===== src/rtl/sa_main.sv =====
// Switch allocator: one round-robin arbiter per router output port, with packet-level locking
// so that a multi-flit packet holds its output until the tail flit is granted.
module sa_main #(
    parameter int N = 5
) (
    input  logic           clk,
    input  logic           rst,
    input  logic [N-1:0]   req_from_P0,
    input  logic [N-1:0]   req_from_P1,
    input  logic [N-1:0]   req_from_P2,
    input  logic [N-1:0]   req_from_P3,
    input  logic [N-1:0]   req_from_P4,
    input  logic           tail_from_P0,
    input  logic           tail_from_P1,
    input  logic           tail_from_P2,
    input  logic           tail_from_P3,
    input  logic           tail_from_P4,
    input  logic [N-1:0]   credit_avail,
    output logic [N-1:0]   sel_for_OP0,
    output logic [N-1:0]   sel_for_OP1,
    output logic [N-1:0]   sel_for_OP2,
    output logic [N-1:0]   sel_for_OP3,
    output logic [N-1:0]   sel_for_OP4,
    output logic [N-1:0]   grant_to_P,
    output logic [3*N-1:0] dbg_ptr,
    output logic [N-1:0]   dbg_lock_vld,
    output logic [3*N-1:0] dbg_lock_idx
);

    // Handshake: req_from_Pi[j] is the valid of input i towards output j; sel_for_OPj[i] is
    // the matching ready. A flit moves in exactly the cycle where both are high; there is no
    // holding register, so a request that is not selected must simply be presented again.

    logic [N-1:0] req_raw  [N];
    logic [N-1:0] req_eff  [N];
    logic [N-1:0] cand     [N];
    logic [N-1:0] tail;

    logic [2:0]   ptr_q      [N];
    logic [2:0]   ptr_d      [N];
    logic [N-1:0] lock_vld_q;
    logic [N-1:0] lock_vld_d;
    logic [2:0]   lock_idx_q [N];
    logic [2:0]   lock_idx_d [N];

    logic [N-1:0] sel      [N];
    logic [N-1:0] win_vld;
    logic [2:0]   win_idx  [N];

    assign req_raw[0] = req_from_P0;
    assign req_raw[1] = req_from_P1;
    assign req_raw[2] = req_from_P2;
    assign req_raw[3] = req_from_P3;
    assign req_raw[4] = req_from_P4;
    assign tail       = {tail_from_P4, tail_from_P3, tail_from_P2, tail_from_P1, tail_from_P0};

    // A multi-hot request is reduced to its lowest set bit, then transposed per output.
    always_comb begin
        for (int i = 0; i < N; i++) begin
            req_eff[i] = req_raw[i] & (~req_raw[i] + 1'b1);
        end
        for (int j = 0; j < N; j++) begin
            cand[j] = '0;
            for (int i = 0; i < N; i++) begin
                cand[j][i] = req_eff[i][j];
            end
        end
    end

    // State register
    always_ff @(posedge clk) begin
        if (rst) begin
            lock_vld_q <= '0;
            for (int j = 0; j < N; j++) begin
                ptr_q[j]      <= 3'd0;
                lock_idx_q[j] <= 3'd0;
            end
        end else begin
            lock_vld_q <= lock_vld_d;
            for (int j = 0; j < N; j++) begin
                ptr_q[j]      <= ptr_d[j];
                lock_idx_q[j] <= lock_idx_d[j];
            end
        end
    end

    // Output logic: the grant decision is purely combinational from the current requests.
    always_comb begin
        win_vld = '0;
        for (int j = 0; j < N; j++) begin
            sel[j]     = '0;
            win_idx[j] = 3'd0;
            if (!rst && credit_avail[j]) begin
                if (lock_vld_q[j]) begin
                    if (cand[j][lock_idx_q[j]]) begin
                        win_vld[j] = 1'b1;
                        win_idx[j] = lock_idx_q[j];
                    end
                end else begin
                    for (int k = 0; k < N; k++) begin
                        if (!win_vld[j] && cand[j][(int'(ptr_q[j]) + k) % N]) begin
                            win_vld[j] = 1'b1;
                            win_idx[j] = 3'((int'(ptr_q[j]) + k) % N);
                        end
                    end
                end
            end
            if (win_vld[j]) begin
                sel[j] = N'(1) << win_idx[j];
            end
        end
    end

    // Next-state logic: the pointer only moves past a packet once its tail is granted.
    always_comb begin
        lock_vld_d = lock_vld_q;
        for (int j = 0; j < N; j++) begin
            ptr_d[j]      = ptr_q[j];
            lock_idx_d[j] = lock_idx_q[j];
            if (win_vld[j]) begin
                if (tail[win_idx[j]]) begin
                    lock_vld_d[j] = 1'b0;
                    ptr_d[j]      = (win_idx[j] == 3'(N - 1)) ? 3'd0 : win_idx[j] + 3'd1;
                end else begin
                    lock_vld_d[j] = 1'b1;
                    lock_idx_d[j] = win_idx[j];
                end
            end
        end
    end

    always_comb begin
        grant_to_P = '0;
        for (int j = 0; j < N; j++) begin
            grant_to_P = grant_to_P | sel[j];
        end
    end

    assign sel_for_OP0  = sel[0];
    assign sel_for_OP1  = sel[1];
    assign sel_for_OP2  = sel[2];
    assign sel_for_OP3  = sel[3];
    assign sel_for_OP4  = sel[4];
    assign dbg_lock_vld = lock_vld_q;

    for (genvar g = 0; g < N; g++) begin : g_dbg
        assign dbg_ptr[3*g +: 3]      = ptr_q[g];
        assign dbg_lock_idx[3*g +: 3] = lock_idx_q[g];
    end

endmodule


===== config.mk =====
export PLATFORM = sky130hd
export DESIGN_NAME = sa_main
export DESIGN_NICKNAME = d
export VERILOG_FILES = /design/src/rtl/sa_main.sv
export SDC_FILE = /design/constraint.sdc
export NUM_CORES = 1
export LEC_CHECK = 0
export CORE_ASPECT_RATIO = 1.1
export CORE_MARGIN = 2
export CORE_UTILIZATION = 60
export DETAILED_ROUTE_END_ITERATION = 7
export PLACE_DENSITY = 0.91
export SYNTH_ARGS = -nofsm -noshare
export SYNTH_HDL_FRONTEND = slang
export SYNTH_SLANG_ARGS = --single-unit

===== constraint.sdc =====
create_clock -name clk -period 13.1 [get_ports clk]
set_input_delay 1.965 -clock clk [delete_from_list [all_inputs] [get_ports clk]]
set_output_delay 1.965 -clock clk [all_outputs]
set_load 0.05 [all_outputs]

==> metrics, run 1 <==
worst setup path category flop to output port; syn_area_per_cell 7.29 µm²; Die Outline Area between 0.015 and 0.02 mm²; hold bufs inserted after CTS 0; antenna diode count 0; met1 layer usage reported by global route 44.5%; TritonCTS clock tree done; Hold/Removal Path Class flop to flop; Pwr Density between 200 and 250 mW/mm²; data required time at the worst endpoint roughly 11 ns; quantity of gates resized following cts 0; final core utilization 67.7%; CP max-delay cell sky130_fd_sc_hd__clkdlybuf4s50_1; half-perimeter wire length after detailed placement ~28000 µm; Die Width 134 µm; Final Instance Area around 0.012 mm²; clock latency of the later-clocked register in the worst-skew pair 0.29 ns; post-synthesis share of cell area spent on full adders, half adders and majority gates 14.0%; dominant cell by count in the synthesized netlist sky130_fd_sc_hd__nand2_1; chip height 147 µm; dominant cells by area after synthesis sky130_fd_sc_hd__ha_1 (14%), sky130_fd_sc_hd__dfxtp_1 (6.3%), sky130_fd_sc_hd__mux2i_1 (4.9%); Core Rows 52; worst max-slew margin expressed relative to the limit 37.8%; Via-to-Cell Ratio around 7; distinct cell type count of the synthesized netlist 117; Max H-tree Level 2; dominant combinational cell family by area after synthesis compound AO/OA/AOI/OAI gates; critical path launch point type flop; xor and xnor area share after synthesis 2.67%; RSZ-0062 raised after global routing no; fraction of post-synthesis cell area in the top cell type by area 13.8%; synthesis warning total 0; Final Max Tran Viols 0; Leak 5.11 nW; peak-usage layer in the global routing report met2; transition time of the tightest slew-check pin 0.928 ns; fraction of met3 tracks used by global routing 7.14%; mux share of post-synthesis cell area 10.1%; final total power about 0.0025 W; relative area change from synthesis to final layout 10.9%; largest area contributor in the netlist sky130_fd_sc_hd__ha_1; register area share after synthesis 6.28%; post-route clock period utilization 74.1%; Peak supply drop 0.000195 V; clock input transition at the sequential cells of the worst setup and hold paths ~0.06 ns; total track usage a little over a third; Clock Tree Root sky130_fd_sc_hd__clkbuf_16; CP cell instances clkinv_1 > ha_1 > inv_1 > ha_1 > nor3_1 > nor3_1 > nor2_2 > inv_1 > ha_1 > nor2_1 > a21oi_1 > inv_1 > mux4_2 > nand2_1 > nand2_1 > a21o_1 > a211oi_2 > inv_1 > ha_1 > and2_1 > or3_1 > or3_1 > clkdlybuf4s50_1; Worst EP arrival 7.74 ns; Worst path max stage delay ~0.73 ns; max-cap violation count 0; dominant register cell in the synthesized netlist sky130_fd_sc_hd__dfxtp_1; wire length of the first global-routing pass just under 60000 µm; remaining antenna violation count after routing 0; FMAX 103 MHz; number of instances in the synthesized netlist 1530; Global Route met2 Usage 59.4%; Total Wirelength 36800 µm; simple-gate area share of the yosys netlist about 28%; number of global-route vias before repair 11831; antenna violations before repair 1; layout cells sized above 1 7.74%; setup slack at placement 3.79 ns; Final Setup Violations 0; # clock sinks 35; total number of vias 12722; Starting Density between 60 and 70%; Compound-Gate Fraction of Synth Area 32.5%; nets in the synthesized netlist around 1700; Num CTS Buffers 5; critical path capture point type output port; count of input and output buffers 101; GRT overflow 0; post-layout net count 1738; Final Hold Viols 0; maximum number of pins on one net before global-route repair 34; #FFs+latches synth 35; worst clock skew 0.00165 ns; floorplan core area 0.0183 mm²; total I/O pin count 102; Remaining DRCs 0; synth cell count leaders sky130_fd_sc_hd__nand2_1 (128), sky130_fd_sc_hd__ha_1 (123), sky130_fd_sc_hd__nor2_1 (118), sky130_fd_sc_hd__inv_1 (107), sky130_fd_sc_hd__a21oi_1 (88); share of synthesized registers carrying an async set or reset 0%; Setup TNS Final 0 ns; number of buffers inserted by post-CTS setup repair 0; average wire per standard cell 20.2 µm; Period minus WS final 9.70 ns; number of flops mapped to enable cells by yosys 0; worst-path fanout max 11; result of the run completed; crit path setup slack, layout 3.40 ns; count of TritonRoute iterations in the first routing pass 6; combined area of all synthesized cells 0.0112 mm²; last weighted congestion value of the routability-driven placer 1.02; maximum count of clock buffers along a single path 2; Post-DP Area 0.0122 mm²; DRT iter0 DRCs 1107
-- report_power, final --
part           internal (W)  total (W)  switching [W]
Combinational      0.000827    0.00221        0.00138
Clock             0.0000743   0.000123      0.0000485
Sequential         0.000132   0.000181      0.0000489
Total               0.00103    0.00251        0.00148
-- cells in the final DEF, fill, tap and decap left out, types with 11 or more instances in the layout --
cell                                n
sky130_fd_sc_hd__nor3_1            34
sky130_fd_sc_hd__and3_1            21
sky130_fd_sc_hd__nand3_1           40
sky130_fd_sc_hd__nor2_1           118
sky130_fd_sc_hd__nor4_1            12
sky130_fd_sc_hd__a31oi_1           17
sky130_fd_sc_hd__o22ai_1           12
sky130_fd_sc_hd__nand4_1           12
sky130_fd_sc_hd__a211oi_1          27
sky130_fd_sc_hd__o21a_1            16
sky130_fd_sc_hd__a211o_1           11
sky130_fd_sc_hd__nand2_1          128
sky130_fd_sc_hd__a21o_1            18
sky130_fd_sc_hd__mux4_2            16
sky130_fd_sc_hd__o211ai_1          29
sky130_fd_sc_hd__o31ai_1           11
sky130_fd_sc_hd__mux2_2            17
sky130_fd_sc_hd__ha_1             123
sky130_fd_sc_hd__inv_1            107
sky130_fd_sc_hd__o21ai_0           81
sky130_fd_sc_hd__dfxtp_1           35
sky130_fd_sc_hd__nor2b_1           33
sky130_fd_sc_hd__or3_1             19
sky130_fd_sc_hd__a21oi_1           88
sky130_fd_sc_hd__clkdlybuf4s50_1  101
sky130_fd_sc_hd__nand2b_1          33
sky130_fd_sc_hd__and2_1            26
sky130_fd_sc_hd__nor3b_1           14
sky130_fd_sc_hd__mux2i_1           55
sky130_fd_sc_hd__xnor2_1           30
-- critical path: cells and delay by family (launching register included) --
family / cells / cell delay, ns
and+or+nand+nor: 9 / 1.96
buffers and inverters: 6 / 1.73
adders and majority gates: 4 / 1.57
AOI/OAI and AO/OA: 3 / 1.05
DFF: 1 / 0.64
muxes: 1 / 0.49
-- final timing paths --
path	startpoint	slack [ns]	depth (start not counted)	endpoint
setup / recovery	ptr_q[0][7]	3.40	23	grant_to_P[3]
hold / removal	lock_idx_q[0][5]	0.51	2	lock_idx_q[0][5]
hold reg to reg	lock_idx_q[0][5]	0.51	2	lock_idx_q[0][5]
setup reg to reg	ptr_q[0][0]	6.58	20	dbg_lock_vld[0]
-- logic make-up (layout without fill, tap and decap cells) --
group / Yosys count / count (layout)
and+or+nand+nor: 572 / 572
AOI/OAI and AO/OA: 488 / 488
buffers and inverters: 187 / 234
adders and majority gates: 124 / 124
muxes: 90 / 90
DFF: 35 / 35
xor gates and xnor gates: 34 / 34
-- layer usage --
layer / wire [µm] / part of all wire, %
met5: 14 / 0.038
met4: 1820 / 5.0
met2: 16900 / 46
met3: 3730 / 10
met1: 14300 / 39
-- state kept, by name, indices dropped and copies added, names as in the netlist --
register,flops
dbg_lock_vld,5
lock_idx_q,15
ptr_q,15
-- metrics by stage --
stage / hold slack [ns] / instances
floorplan: 0.688 / 1530
global placement: 0.484 / 1813
detailed placement: 0.513 / 1813
CTS: 0.521 / 1820
global route: 0.537 / 1820
finish: 0.514 / 1820
-- final cells by class --
type	count	area, µm²
inverter	118	443
clock inverter	1	5.00
sequential	35	701
timing repair buffer	109	1070
fill	1538	5910
clock buffer	6	139
tap	243	304
multi-input combinational	1308	9710
Note: power is estimated with default switching activity, not from simulation.
==> run 2: changes to the inputs <==
Clock period 13.1 ns to 9.7 ns, I/O delays scaled along.
==> run 2 against run 1 <==
Power rose by 36%. Utilization rose by 0.41 points. Via count rose by 1.3%. Sequential power rose by 33%. Largest cell class unchanged. Setup slack got worse by 2.3 ns. Non-clock buffer count rose by 8. Sequential cell count did not move. Clock power rose by 55%.
==> metrics, run 2 (same netlist as run 1, synthesis figures left out) <==
FMAX between 100 and 150 MHz; delay-heaviest family, CP buffers and inverters; Worst path max stage delay 0.73 ns (about the same); number of fill cells 1488 (-3.3%); number of global-route vias before repair 11794 (-0.31%); net load switching power 0.00198 W (+34%); post-route clock period utilization 89.2%; floorplan core area 0.0183 mm² (unchanged); most frequent standard cell in the layout excluding fill and tap cells sky130_fd_sc_hd__nand2_1; relative area change from synthesis to final layout 11.6%; count of input and output buffers 101 (unchanged); final core utilization 68.1% (+0.41 points); TritonCTS clock tree done; Starting Density 61.0% (unchanged); Post-DP Area 0.0123 mm² (+0.49%); remaining antenna violation count after routing 0 (unchanged); clock latency of the later-clocked register in the worst-skew pair 0.30 ns (about the same); total track usage 34.6% (-1.2 points); Final Hold Viols 0 (unchanged); Hold Path Depth 2 (unchanged); Reg2Reg Launch Point ptr_q[0][1]; CP cell instances inv_2 > ha_1 > clkinv_1 > ha_1 > o31ai_1 > xnor2_1 > ha_1 > nand2b_1 > a22oi_1 > and4b_1 > a21oi_2 > nand2_1 > a2111oi_0 > or3_1 > inv_1 > ha_1 > and2_1 > or3_1 > clkdlybuf4s50_1; average wire per standard cell 19.7 µm (-2.3%); Setup TNS Final 0 ns (unchanged); worst clock skew 0.0112 ns (+0.00957 ns); startpoint of the worst setup timing path ptr_q[0][1]; count of TritonRoute iterations in the first routing pass 6 (unchanged); number of buffers inserted by post-CTS setup repair 0 (unchanged); Die Width 134 µm (unchanged); Final Setup Violations 0 (unchanged); proportion of power drawn by combinational gates 87.3% (-0.6 points); GRT overflow 0 (unchanged); sum of buffers and inverters on the critical path 4 (-2); final total power 0.00340 W (+36%); Peak supply drop 0.000244 V (+25%); top library cells by usage in the layout, fill and taps aside sky130_fd_sc_hd__nand2_1 (128), sky130_fd_sc_hd__ha_1 (123), sky130_fd_sc_hd__nor2_1 (118); clock input transition at the sequential cells of the worst setup and hold paths 0.07 ns (about the same); number of cells in the finished layout apart from fillers 1828 (+0.44%); Seq pwr share 7.1% (about the same); # clock sinks 35 (unchanged); last weighted congestion value of the routability-driven placer 1.06 (+4.3%); antenna violations before repair 0 (-1); Die Outline Area 0.0197 mm² (unchanged); layout cells sized above 1 8.14% (+0.40 points); Final Max Tran Viols 0 (unchanged); result of the run completed; antenna diode count 0 (unchanged); Period minus WS final 8.65 ns; maximum count of clock buffers along a single path 2 (unchanged); worst setup path category flop to output port; DRT iter0 DRCs 1344 (+21%); internal power 0.00142 W (+38%); worst max-slew margin expressed relative to the limit 31.4% (-6.3 points); Via-to-Cell Ratio 7.05 (+0.87%); Max H-tree Level 2 (unchanged); worst-path fanout max 15 (+4); critical path launch point type flop; Clock Tree Root sky130_fd_sc_hd__clkbuf_16; RSZ-0062 raised after global routing no; critical path capture point type output port; transition time of the tightest slew-check pin 1.01 ns (+0.0863 ns); wire length of the first global-routing pass 57000 µm (-3.0%); Total Wirelength 36100 µm (-1.9%); Pwr Density 273 mW/mm² (+35%); cell count after placement 1821 (+0.44%); maximum number of pins on one net before global-route repair 34 (unchanged); Final Instance Area 0.0125 mm² (+0.61%); Remaining DRCs 0 (unchanged); share of total power in the clock network 5.6% (+0.7 points); Core Rows 52 (unchanged); Num CTS Buffers 5 (unchanged); Worst EP arrival 7.20 ns (-0.54 ns); half-perimeter wire length after detailed placement 27900 µm (-1.4%); Switching Share 58.2% (-0.62 points); total number of vias 12889 (+1.3%); Leak 5.15 nW (+0.85%); Worst path most repeated cell sky130_fd_sc_hd__ha_1; Hold/Removal Path Class flop to flop; data required time at the worst endpoint 8.25 ns (-2.89 ns); hold bufs inserted after CTS 0 (unchanged); max-cap violation count 0 (unchanged); worst min-delay path startpoint lock_idx_q[0][5]; total I/O pin count 102 (unchanged); reg2reg path depth 19 (-5.0%); quantity of gates resized following cts 0 (unchanged); cell depth of the worst setup path 19 (-17%); chip height 147 µm (unchanged); CP max-delay cell sky130_fd_sc_hd__clkdlybuf4s50_1; post-layout net count 1746 (+0.46%)
-- run 2: cell count changes in the layout (fill, tap and decap cells not counted), sizes merged --
| cell | previous run | this run |
|---|---|---|
| buf | 8 | 16 |
| clkinv | 5 | 4 |
| bufinv | 0 | 1 |
-- run 2: cell type report --
class                   count  area, µm²  area share [%]
flip-flops and latches     35        701            5.63
multi-input cells        1308       9710            78.0
clock inverters             1       30.0           0.241
repair buffers            117       1130            9.08
clock buffers               6        129            1.04
well taps                 243        304            2.44
inverters                 118        443            3.56
-- run 2: metal layers --
layer	routed length [µm]	track usage (%)
met2	16700	58.3
met3	4090	6.21
met1	13700	43.1
met5	0	0
met4	1610	15.2
-- run 2: worst paths after layout --
path	to	slack, ns
worst min-delay path	lock_idx_q[0][5]	0.52
worst max-delay path	grant_to_P[3]	1.05
worst max register to register	lock_idx_q[0][1]	3.37
worst min register to register	lock_idx_q[0][5]	0.52
-- run 2: stage by stage --
step,hold WS (ns),setup slack (ns)
2_1_floorplan,0.688,1.63
3_3_place_gp,0.484,1.67
3_5_place_dp,0.495,1.51
4_1_cts,0.514,1.21
5_1_grt,0.536,0.648
6_report,0.518,1.05
-- run 2: power groups by stage --
stage                     Combinational, W  Sequential (W)  Clock [W]
after floorplan                    0.00214        0.000337          0
after global placement             0.00281        0.000238          0
after detailed placement           0.00287        0.000240          0
after CTS                          0.00290        0.000237   0.000186
after global routing               0.00321        0.000245   0.000191
final                              0.00297        0.000240   0.000191
-- run 2: worst min-delay path, cell delays in order, from the launching register on --
cell	delay (ns)
sky130_fd_sc_hd__dfxtp_1	0.34
sky130_fd_sc_hd__nand2_1	0.07
sky130_fd_sc_hd__mux2i_1	0.06
